--- config.mk ---
export PLATFORM = sky130hd
export DESIGN_NAME = sm_clk_ctrl_flat
export DESIGN_NICKNAME = d
export VERILOG_FILES = /design/src/rtl/sm_clk_ctrl_if.sv /design/src/rtl/sm_clk_ctrl.sv /design/src/flat_wrapper.sv
export SDC_FILE = /design/constraint.sdc
export NUM_CORES = 1
export LEC_CHECK = 0
export CAP_MARGIN = 20
export CORE_AREA = 2 2 144 146
export DETAILED_ROUTE_END_ITERATION = 8
export DIE_AREA = 0 0 146 148
export PLACE_DENSITY = 0.8
export SYNTH_ARGS = -nofsm -noshare
export SYNTH_HDL_FRONTEND = slang
export SYNTH_SLANG_ARGS = --single-unit
export TNS_END_PERCENT = 100
--- constraint.sdc ---
create_clock -name clk -period 3.4 [get_ports clk]
set_clock_uncertainty 0.1 [all_clocks]
set_input_delay 0.68 -clock clk [delete_from_list [all_inputs] [get_ports clk]]
set_output_delay 0.68 -clock clk [all_outputs]
set_load 0.01 [all_outputs]
--- src/rtl/sm_clk_ctrl_if.sv ---
// Divisor configuration, run-control and tick bundle between the PIO core
// and the per-state-machine clock controller.
interface sm_clk_ctrl_if #(
  parameter int NUM_SM = 4,
  parameter int INT_W  = 16,
  parameter int FRAC_W = 8
);
  localparam int SM_W = (NUM_SM > 1) ? $clog2(NUM_SM) : 1;

  logic              cfg_wr_en;
  logic [SM_W-1:0]   cfg_sm;
  logic [INT_W-1:0]  cfg_int;
  logic [FRAC_W-1:0] cfg_frac;
  logic [INT_W-1:0]  cfg_rd_int;
  logic [FRAC_W-1:0] cfg_rd_frac;
  logic [NUM_SM-1:0] sm_enable;
  logic [NUM_SM-1:0] clkdiv_restart;
  logic [NUM_SM-1:0] sm_restart;
  logic [NUM_SM-1:0] sm_tick;
  logic [NUM_SM-1:0] sm_soft_rst;

  modport master (
    output cfg_wr_en, cfg_sm, cfg_int, cfg_frac,
    output sm_enable, clkdiv_restart, sm_restart,
    input  cfg_rd_int, cfg_rd_frac, sm_tick, sm_soft_rst
  );

  modport slave (
    input  cfg_wr_en, cfg_sm, cfg_int, cfg_frac,
    input  sm_enable, clkdiv_restart, sm_restart,
    output cfg_rd_int, cfg_rd_frac, sm_tick, sm_soft_rst
  );
endinterface

--- src/rtl/sm_clk_ctrl.sv ---
// Per-state-machine fractional clock dividers producing sm_tick execute enables,
// plus divider phase restart and registered soft-restart pulses.
module sm_clk_ctrl #(
  parameter int NUM_SM = 4,
  parameter int INT_W  = 16,
  parameter int FRAC_W = 8
) (
  input  logic          clk,
  input  logic          rst_n,
  sm_clk_ctrl_if.slave  bus
);
  localparam int SM_W = (NUM_SM > 1) ? $clog2(NUM_SM) : 1;

  logic [INT_W-1:0]  div_int  [NUM_SM];
  logic [FRAC_W-1:0] div_frac [NUM_SM];
  logic [INT_W-1:0]  cnt      [NUM_SM];
  logic [FRAC_W-1:0] acc      [NUM_SM];
  logic [FRAC_W:0]   acc_sum  [NUM_SM];
  logic [INT_W-1:0]  reload   [NUM_SM];
  logic [NUM_SM-1:0] tick;
  logic [NUM_SM-1:0] soft_rst;

  // div_int == 0 means 2^INT_W with no fraction, so its reload is all-ones and
  // carry is always 0; otherwise div_int-1+carry never exceeds INT_W bits.
  always_comb begin
    for (int unsigned i = 0; i < NUM_SM; i++) begin
      acc_sum[i] = {1'b0, acc[i]};
      reload[i]  = '1;
      if (div_int[i] != '0) begin
        acc_sum[i] = {1'b0, acc[i]} + {1'b0, div_frac[i]};
        reload[i]  = div_int[i] - INT_W'(1) + INT_W'(acc_sum[i][FRAC_W]);
      end
    end
  end

  always_ff @(posedge clk or negedge rst_n) begin
    if (!rst_n) begin
      for (int unsigned i = 0; i < NUM_SM; i++) begin
        div_int[i]  <= INT_W'(1);
        div_frac[i] <= '0;
        cnt[i]      <= '0;
        acc[i]      <= '0;
      end
      tick     <= '0;
      soft_rst <= '0;
    end else begin
      soft_rst <= bus.sm_restart;
      for (int unsigned i = 0; i < NUM_SM; i++) begin
        if (bus.cfg_wr_en && (bus.cfg_sm == SM_W'(i))) begin
          div_int[i]  <= bus.cfg_int;
          div_frac[i] <= bus.cfg_frac;
        end
        if (bus.clkdiv_restart[i]) begin
          cnt[i]  <= '0;
          acc[i]  <= '0;
          tick[i] <= 1'b0;
        end else if (bus.sm_enable[i] && (cnt[i] == '0)) begin
          tick[i] <= 1'b1;
          acc[i]  <= acc_sum[i][FRAC_W-1:0];
          cnt[i]  <= reload[i];
        end else if (bus.sm_enable[i]) begin
          cnt[i]  <= cnt[i] - INT_W'(1);
          tick[i] <= 1'b0;
        end else begin
          tick[i] <= 1'b0;
        end
      end
    end
  end

  assign bus.cfg_rd_int  = div_int[bus.cfg_sm];
  assign bus.cfg_rd_frac = div_frac[bus.cfg_sm];
  assign bus.sm_tick     = tick;
  assign bus.sm_soft_rst = soft_rst;
endmodule

--- src/flat_wrapper.sv ---
// flat-port wrapper written by rule: the top's interface ports become plain ports
module sm_clk_ctrl_flat 
#(
  parameter int NUM_SM = 4,
  parameter int INT_W  = 16,
  parameter int FRAC_W = 8
)
  (clk, rst_n, bus_cfg_wr_en, bus_cfg_sm, bus_cfg_int, bus_cfg_frac, bus_sm_enable, bus_clkdiv_restart, bus_sm_restart, bus_cfg_rd_int, bus_cfg_rd_frac, bus_sm_tick, bus_sm_soft_rst);
  sm_clk_ctrl_if #(.NUM_SM(NUM_SM), .INT_W(INT_W), .FRAC_W(FRAC_W)) bus_i ();
  input  logic clk;
  input  logic rst_n;
  input wire logic [$bits(bus_i.cfg_wr_en)-1:0] bus_cfg_wr_en;
  input wire logic [$bits(bus_i.cfg_sm)-1:0] bus_cfg_sm;
  input wire logic [$bits(bus_i.cfg_int)-1:0] bus_cfg_int;
  input wire logic [$bits(bus_i.cfg_frac)-1:0] bus_cfg_frac;
  input wire logic [$bits(bus_i.sm_enable)-1:0] bus_sm_enable;
  input wire logic [$bits(bus_i.clkdiv_restart)-1:0] bus_clkdiv_restart;
  input wire logic [$bits(bus_i.sm_restart)-1:0] bus_sm_restart;
  output wire logic [$bits(bus_i.cfg_rd_int)-1:0] bus_cfg_rd_int;
  output wire logic [$bits(bus_i.cfg_rd_frac)-1:0] bus_cfg_rd_frac;
  output wire logic [$bits(bus_i.sm_tick)-1:0] bus_sm_tick;
  output wire logic [$bits(bus_i.sm_soft_rst)-1:0] bus_sm_soft_rst;
  assign bus_i.cfg_wr_en = bus_cfg_wr_en;
  assign bus_i.cfg_sm = bus_cfg_sm;
  assign bus_i.cfg_int = bus_cfg_int;
  assign bus_i.cfg_frac = bus_cfg_frac;
  assign bus_i.sm_enable = bus_sm_enable;
  assign bus_i.clkdiv_restart = bus_clkdiv_restart;
  assign bus_i.sm_restart = bus_sm_restart;
  assign bus_cfg_rd_int = bus_i.cfg_rd_int;
  assign bus_cfg_rd_frac = bus_i.cfg_rd_frac;
  assign bus_sm_tick = bus_i.sm_tick;
  assign bus_sm_soft_rst = bus_i.sm_soft_rst;
  sm_clk_ctrl #(.NUM_SM(NUM_SM), .INT_W(INT_W), .FRAC_W(FRAC_W)) u_core (.clk(clk), .rst_n(rst_n), .bus(bus_i));
endmodule
==> results by group <==
Status
  – Status: finished, final reports clean

Floorplan
  – Core footprint: between 20,000 and 25,000 um^2
  – Die X: 146 um
  – Initial Util: 59.84%
  – IO Pins: 73
  – Die Ht: roughly 150 um
  – Rows: 52
  – Die area: approximately 22,000 um^2

Critical path
  – Worst stage delay on the critical path: a little under 400 ps
  – Crit path buf inv count: 1
  – Setup crit start: u_core.div_frac[8]
  – WP depth: 16
  – FF-to-FF Start: u_core.div_frac[8]
  – Worst EP required: 3680 ps
  – Startpoint Class: flip-flop
  – Critical path's slowest cell: dfrtp_1
  – Crit-path max FO: 3
  – Worst path cell trace: ha_2 -> inv_1 -> fa_2 -> nor2b_1 -> o31a_1 -> o21a_1 -> o21ai_2 -> nand2b_1 -> a21oi_2 -> ha_2 -> nand2b_1 -> nor2_2 -> nand2_1 -> nor2_1 -> xor2_1 -> o221a_2
  – Reg2Reg Depth: 16
  – Kind of critical path: flip-flop to flip-flop
  – FF-to-FF setup slack: 130 ps
  – Worst Setup End Kind: flip-flop
  – Critical path arrival: 3550 ps
  – Reg2Reg Capture Point: u_core.cnt[31]
  – Crit-path leading delay family: compound AO/OA/AOI/OAI gates
  – CP Capture Point: u_core.cnt[31]

Route
  – Wire per inst: 20.24 um
  – Final Routed Wirelength: 31,930 um
  – Drt via density: 6.335
  – DRC: 0
  – DR iter-0 viols: 823
  – Via count: around 10,000
  – Post-DRT Antenna Nets: 0
  – Drt first pass iters: 5

Yosys
  – Ys async rst share: 100.0%
  – Sequential element share of the synthesized area: 41.78%
  – Synth cell types: 68
  – Syn. warnings: 0
  – Post-synth EDFFs: 0
  – Mean Syn Cell Area: between 9 and 10 um^2
  – Main synth FF type: dfrtp_1
  – Synthesized flop and latch total: 200
  – Net Count, Synth: 1,302
  – Mapped Cells: 1,213
  – Post-Synthesis Cell Area: around 12,000 um^2

Final layout
  – Final net count: ~1,400
  – Non-Filler Instances: 1,578
  – Synth-to-layout area growth: 17.11%
  – Post-layout instance area: between 10,000 and 15,000 um^2
  – Layout cells sized above 1: between 20 and 25%
  – Core Util, Final: between 70% and 80%
  – ANT cells: 0

Clock network
  – # hold bufs at CTS: 0
  – Clk Latency, worst-skew pair: about 440 ps
  – Clock root buffer: clkbuf_16
  – Maximum level of the CTS H-tree: 4
  – Clock Sinks: 200
  – CTS tree: done
  – TritonCTS Buffers: 17
  – Reg clk slew, reported paths: 80 ps
  – Clock Tree Buf Depth: 2

Min path
  – Hold WC Path Type: input pin to asynchronous set/reset pin

Timing
  – RSZ-0062 raised after global routing: yes
  – Final slew viol count: 0
  – Final setup vio count: 0
  – Slew margin rel.: between 30% and 40%
  – Final Hold Viols: 0
  – Fin crit period: 3272 ps
  – F_max: 0.3056 GHz
  – Worst slew pin tran: 1034 ps
  – Final Cycle Share: between 90 and 100%

Pwr
  – Power Dens Cells: slightly above 700 nW/um^2
  – Switch share: 40.37%
  – VDD IR max: approximately 380 uV
  – Logic pwr share: 42.4%
  – Psw: 4014 uW
  – Clock share of power: 19.7%
  – Share of power burned in registers: 37.9%
  – Leak: approximately 0.0058 uW
  – Internal power: 5929 uW
  – Pwr Total: 9944 uW

Placement
  – DP Cell Count: ~1,500
  – Routability congestion estimate: 0.9031
  – Detail Placement HPWL: ~23,000 um
  – Count of input and output buffers: 72
  – Post-place instance area: 13,150 um^2

Global route
  – Global-route wire length before repair: 50,630 um
  – Largest net degree at the start of global routing: 77
  – Tot GR Track Use: a little under 30%
  – GRT overflow: 0
  – Vias in the first global route: 9,784
  – Initial antenna violation count: 0

Job
  – # Max-Cap Violations: 0
metrics by stage:
step / TNS [ps] / worst slack, ps / hold WS, ps
finish: 0 / 128.0 / 153.8
global route: -504.8 / -107.8 / 199.2
CTS: 0 / 13.80 / 186.1
detailed placement: -89.67 / -57.91 / 398.9
global placement: 0 / 74.70 / 397.8
floorplan: 0 / 269.8 / 284.4
worst min-delay path by stage:
stage / endpoint / start / depth (start not counted) / slack (ps)
final: u_core.cnt[38] / rst_n / 1 / 150
after global routing: u_core.cnt[38] / rst_n / 1 / 200
after CTS: u_core.cnt[38] / rst_n / 1 / 190
after detailed placement: u_core.cnt[10] / u_core.cnt[10] / 1 / 400
after global placement: u_core.cnt[10] / u_core.cnt[10] / 1 / 400
after floorplan: u_core.acc[0] / rst_n / 0 / 280
state kept, by name, summed over array words and instances, names as in the netlist:
name	cells
u_core.cnt	64
u_core.div_int	64
u_core.acc	32
u_core.div_frac	32
u_core.bus.sm_soft_rst	4
u_core.bus.sm_tick	4
synthesized netlist by cell type (5+ instances only):
cell type	n	area, um^2
nand4_1	6	37.54
xnor2_1	27	236.5
nor2_1	90	337.8
mux4_2	24	540.5
nor2b_1	6	37.54
inv_1	37	138.9
a211o_1	5	43.79
nand3_1	27	135.1
clkbuf_1	45	168.9
nor3_1	31	155.2
a211oi_1	21	157.7
o31ai_1	8	60.06
or3_1	10	62.56
and2_1	8	50.05
nand2b_1	30	187.7
o21a_1	13	97.59
nand4b_1	5	43.79
or2_2	8	50.05
o211ai_1	9	67.56
dfrtp_1	196	4905
or4_1	13	97.59
ha_1	44	550.5
a21oi_1	98	490.5
o21ai_0	56	280.3
nor4_1	32	200.2
mux2_2	95	1070
xor2_1	36	315.3
nand3b_1	12	90.09
nand2_1	129	484.2
buf_1	7	26.28
mux2i_1	8	80.08
nor3b_1	5	37.54
cells by family (layout without fill, tap and decap cells):
family          Yosys count  after routing  synth area share (%)
mux                     127            127                 14.10
xor+xnor                 63             63                 4.601
buf+inv                  90            185                 2.880
compound gates          258            258                 13.38
fa+ha+maj                48             48                 5.259
flops                   200            200                 41.78
simple gates            427            427                 18.01
layout make-up:
class	instances	area [um^2]
Tap cell	270	337.8
Multi-Input combinational cell	923	6905
Clock buffer	21	470.5
Clock inverter	10	86.33
Fill cell	1491	5996
Sequential cell	200	5010
Inverter	37	138.9
Timing Repair Buffer	117	1095
layer usage:
layer  track usage [%]  part of all wire, %  routed length, um
met1             39.08                   41              13150
met2             49.43                   50              15970
met3             4.599                  5.8               1864
met4             11.26                  3.0                948
met5                 0                    0                  0
power by group through the flow:
| stage | clock, uW | sequential [uW] | combinational [uW] |
|---|---|---|---|
| 4_1_cts | 1980 | 3710 | 4030 |
| 3_5_place_dp | 0 | 3740 | 3980 |
| 5_1_grt | 2080 | 3830 | 4650 |
| 3_3_place_gp | 0 | 3700 | 3860 |
| 2_1_floorplan | 0 | 3470 | 2990 |
| 6_report | 1960 | 3760 | 4220 |
repair_timing:
item / CTS / global route
buffers inserted: 0 / 10
endpoints found under the hold margin: 0 / 0
pin swaps: 0 / 29
setup endpoints to repair: 7 / 32
resized for setup: 10 / 53
layout by cell type, fill, tap and decap left out, drive strengths merged, types with 5 or more instances in the layout:
| cell | Yosys | routed |
|---|---|---|
| nand3b | 12 | 12 |
| o211ai | 9 | 9 |
| nand3 | 27 | 27 |
| a2111oi | 5 | 5 |
| o21ai | 56 | 56 |
| nand4b | 5 | 5 |
| nand4 | 6 | 6 |
| clkbuf | 45 | 22 |
| o21a | 13 | 13 |
| clkdlybuf4s50 | 0 | 70 |
| nor2b | 6 | 6 |
| a211oi | 22 | 22 |
| o31ai | 8 | 8 |
| inv | 37 | 42 |
| or2 | 8 | 8 |
| mux2 | 95 | 95 |
| and3 | 5 | 5 |
| a21oi | 98 | 98 |
| or3 | 11 | 11 |
| mux2i | 8 | 8 |
| or4 | 15 | 15 |
| xor2 | 36 | 36 |
| nand2b | 30 | 30 |
| nor2 | 90 | 90 |
| buf | 8 | 46 |
| a211o | 5 | 5 |
| nand2 | 129 | 129 |
| nor4 | 34 | 34 |
| dfrtp | 196 | 196 |
| mux4 | 24 | 24 |
| nor3b | 5 | 5 |
| and2 | 9 | 9 |
| nor3 | 31 | 31 |
| ha | 44 | 44 |
| xnor2 | 27 | 27 |
Power figures use the tool's default switching activity.
==> patch: new RTL, same flow settings <==
`FRAC_W` is set to 8 in 3 places; all go to 6.
--- a/src/rtl/sm_clk_ctrl_if.sv
+++ b/src/rtl/sm_clk_ctrl_if.sv
@@ -4,5 +4,5 @@
   parameter int NUM_SM = 4,
   parameter int INT_W  = 16,
-  parameter int FRAC_W = 8
+  parameter int FRAC_W = 6
 );
   localparam int SM_W = (NUM_SM > 1) ? $clog2(NUM_SM) : 1;
--- a/src/rtl/sm_clk_ctrl.sv
+++ b/src/rtl/sm_clk_ctrl.sv
@@ -4,5 +4,5 @@
   parameter int NUM_SM = 4,
   parameter int INT_W  = 16,
-  parameter int FRAC_W = 8
+  parameter int FRAC_W = 6
 ) (
   input  logic          clk,
--- a/src/flat_wrapper.sv
+++ b/src/flat_wrapper.sv
@@ -4,5 +4,5 @@
   parameter int NUM_SM = 4,
   parameter int INT_W  = 16,
-  parameter int FRAC_W = 8
+  parameter int FRAC_W = 6
 )
   (clk, rst_n, bus_cfg_wr_en, bus_cfg_sm, bus_cfg_int, bus_cfg_frac, bus_sm_enable, bus_clkdiv_restart, bus_sm_restart, bus_cfg_rd_int, bus_cfg_rd_frac, bus_sm_tick, bus_sm_soft_rst);
Ports: changed (resized bus_cfg_frac and bus_cfg_rd_frac); port bits go from 73 to 69. No check against the original RTL was run, so the function may have changed too.
==> patch against the unedited design <==
Synthesized area shrank 10%; wire length shrank 11%; largest power group is now registers; power shrank 11%; worst setup slack lost 0.011 ns; sequential power shrank 8.8%; design area shrank 9.9%; sequential cell count shrank 16; synthesized cell count shrank 14%.
==> patch: results <==
{
  "status": "complete, no violations",
  "netlist_top_cells_count": "dfrtp_1, nand2_1, mux2_2, a21oi_1, nor2_1",
  "p_leak_nw": 5.30,
  "synth.area.top_cells": "dfrtp_1, mux2_2, mux4_2",
  "p_int_w": 0.00547,
  "synth_top_cell_area_share_pct": 41.8,
  "grt_pass1_vias": 8698,
  "syn_nets": 1119,
  "gp_congestion": 0.919,
  "p_per_area_nw_per_um2": 696,
  "cts_root_buffer": "clkbuf_16",
  "slowest_stage": "dfrtp_1",
  "dr.pass1.iters": 5,
  "ir_drop_uv": 394,
  "nets": 1192,
  "track_usage_pct": 26.6,
  "cts_buffers": 17,
  "drt-initial-drc-count": 667,
  "seq-cell-share_pct": 36.4,
  "crit_fanout": 4,
  "ys_types": 68,
  "max_slew_margin_pct": 36.1,
  "htreeDepth": 4,
  "min_path_type": "primary input to asynchronous set/reset pin",
  "critical_path_arrival_ns": 3.47,
  "nFillCells": 1546,
  "die_area_um2": 21600,
  "multi_input_area_um2": 5980,
  "final-nonclk-buf-share_pct": 7.92,
  "yosysSeqAreaShare_pct": 42.8,
  "num_antenna_cells": 0,
  "post_route_cells_drive_above_1_share_pct": 19.9,
  "top_regs": "u_core.cnt (64), u_core.div_int (64)",
  "p_clk_w": 0.00211,
  "antenna_found_initial": 0,
  "grt_max_degree": 66,
  "io_buffers": 68,
  "clockBufferDepth": 2,
  "hpwlAfterDp_mm": 20.1,
  "inv_count": 26,
  "nMultiInputCombCells": 783,
  "yosys_warnings": 0,
  "clk_pin_slew_ns": 0.07,
  "wl_per_cell_um": 20.3,
  "viasPerCell": 6.29,
  "slowest_delay_ns": 0.44,
  "combPwrFrac_pct": 37.1,
  "synth-async-reset-ratio_pct": 100,
  "seq_cell_count": 184,
  "nNonClkBuffers": 101,
  "placed_area_um2": 11900,
  "clk_latency_ns": 0.43,
  "clkCellAreaFrac_pct": 4.95,
  "clkbuf_count": 21,
  "grt_first_pass_wirelength_mm": 45.8
}
patch: cell types whose count changed after synthesis, moves of 9 or more:
| cell | unedited run | this run |
|---|---|---|
| mux2_2 | 95 | 86 |
| xnor2_1 | 27 | 38 |
| dfrtp_1 | 196 | 180 |
| nor2_1 | 90 | 60 |
| nor3_1 | 31 | 22 |
| clkbuf_1 | 45 | 27 |
| a211oi_1 | 21 | 9 |
| a21oi_1 | 98 | 83 |
| nand2b_1 | 30 | 15 |
| a21o_1 | 4 | 15 |
| nand2_1 | 129 | 98 |
| inv_1 | 37 | 26 |
patch: worst max-delay path: cells and delay by family, from the launching register on:
kind / cells / cell delay, ns
adders and majority gates: 3 / 0.81
and+or+nand+nor: 3 / 0.84
DFF: 1 / 0.44
xor gates and xnor gates: 1 / 0.20
AOI/OAI and AO/OA: 5 / 0.75
patch: path summary, 6_finish.rpt:
check / endpoint / start / slack (ns) / cells after the start
min in group clk: u_core.acc[6]$_DFFE_PN0P_ / u_core.acc[6]$_DFFE_PN0P_ / 0.42 / 2
max: u_core.cnt[25]$_DFFE_PN0P_ / u_core.div_frac[6]$_DFFE_PN0P_ / 0.12 / 12
min reg2reg: u_core.acc[6]$_DFFE_PN0P_ / u_core.acc[6]$_DFFE_PN0P_ / 0.42 / 2
max in group asynchronous: u_core.div_int[32]$_DFFE_PN1P_ / rst_n / 2.16 / 2
max reg2reg: u_core.cnt[25]$_DFFE_PN0P_ / u_core.div_frac[6]$_DFFE_PN0P_ / 0.12 / 12
min: u_core.cnt[55]$_DFFE_PN0P_ / rst_n / 0.13 / 1
patch: metrics by stage:
step           cells  setup TNS [ns]  util, %  setup slack (ns)
5_1_grt         1396          -0.255     63.1            -0.121
3_5_place_dp    1361               0     59.4            0.0571
4_1_cts         1393               0     62.5            0.0307
6_report        1396               0     63.1             0.117
2_1_floorplan   1040               0        -             0.305
3_3_place_gp    1361               0     59.4            0.0927
patch: what timing repair did:
item | in CTS | in global routing
hold endpoints to repair | 0 | 0
buffers inserted | 0 | 3
endpoints found under the setup margin | 0 | 21
gates resized for setup | 0 | 28
patch: cells by family after synthesis:
kind of cell / Yosys count / synth area share, %
compound gates: 223 / 12.8
simple gates: 331 / 16.4
mux: 117 / 14.4
buf+inv: 73 / 2.78
flops: 184 / 42.8
fa+ha+maj: 40 / 4.92
xor+xnor: 72 / 5.85
patch: layer usage:
metal  GRT usage, %  vias to the layer above  share of wire, %
met2           43.2                      370                49
li1               -                     3974                 -
met3           4.54                       46               7.4
met1           36.5                     4394                41
met5              0                        -                 0
met4           9.47                        0               2.7
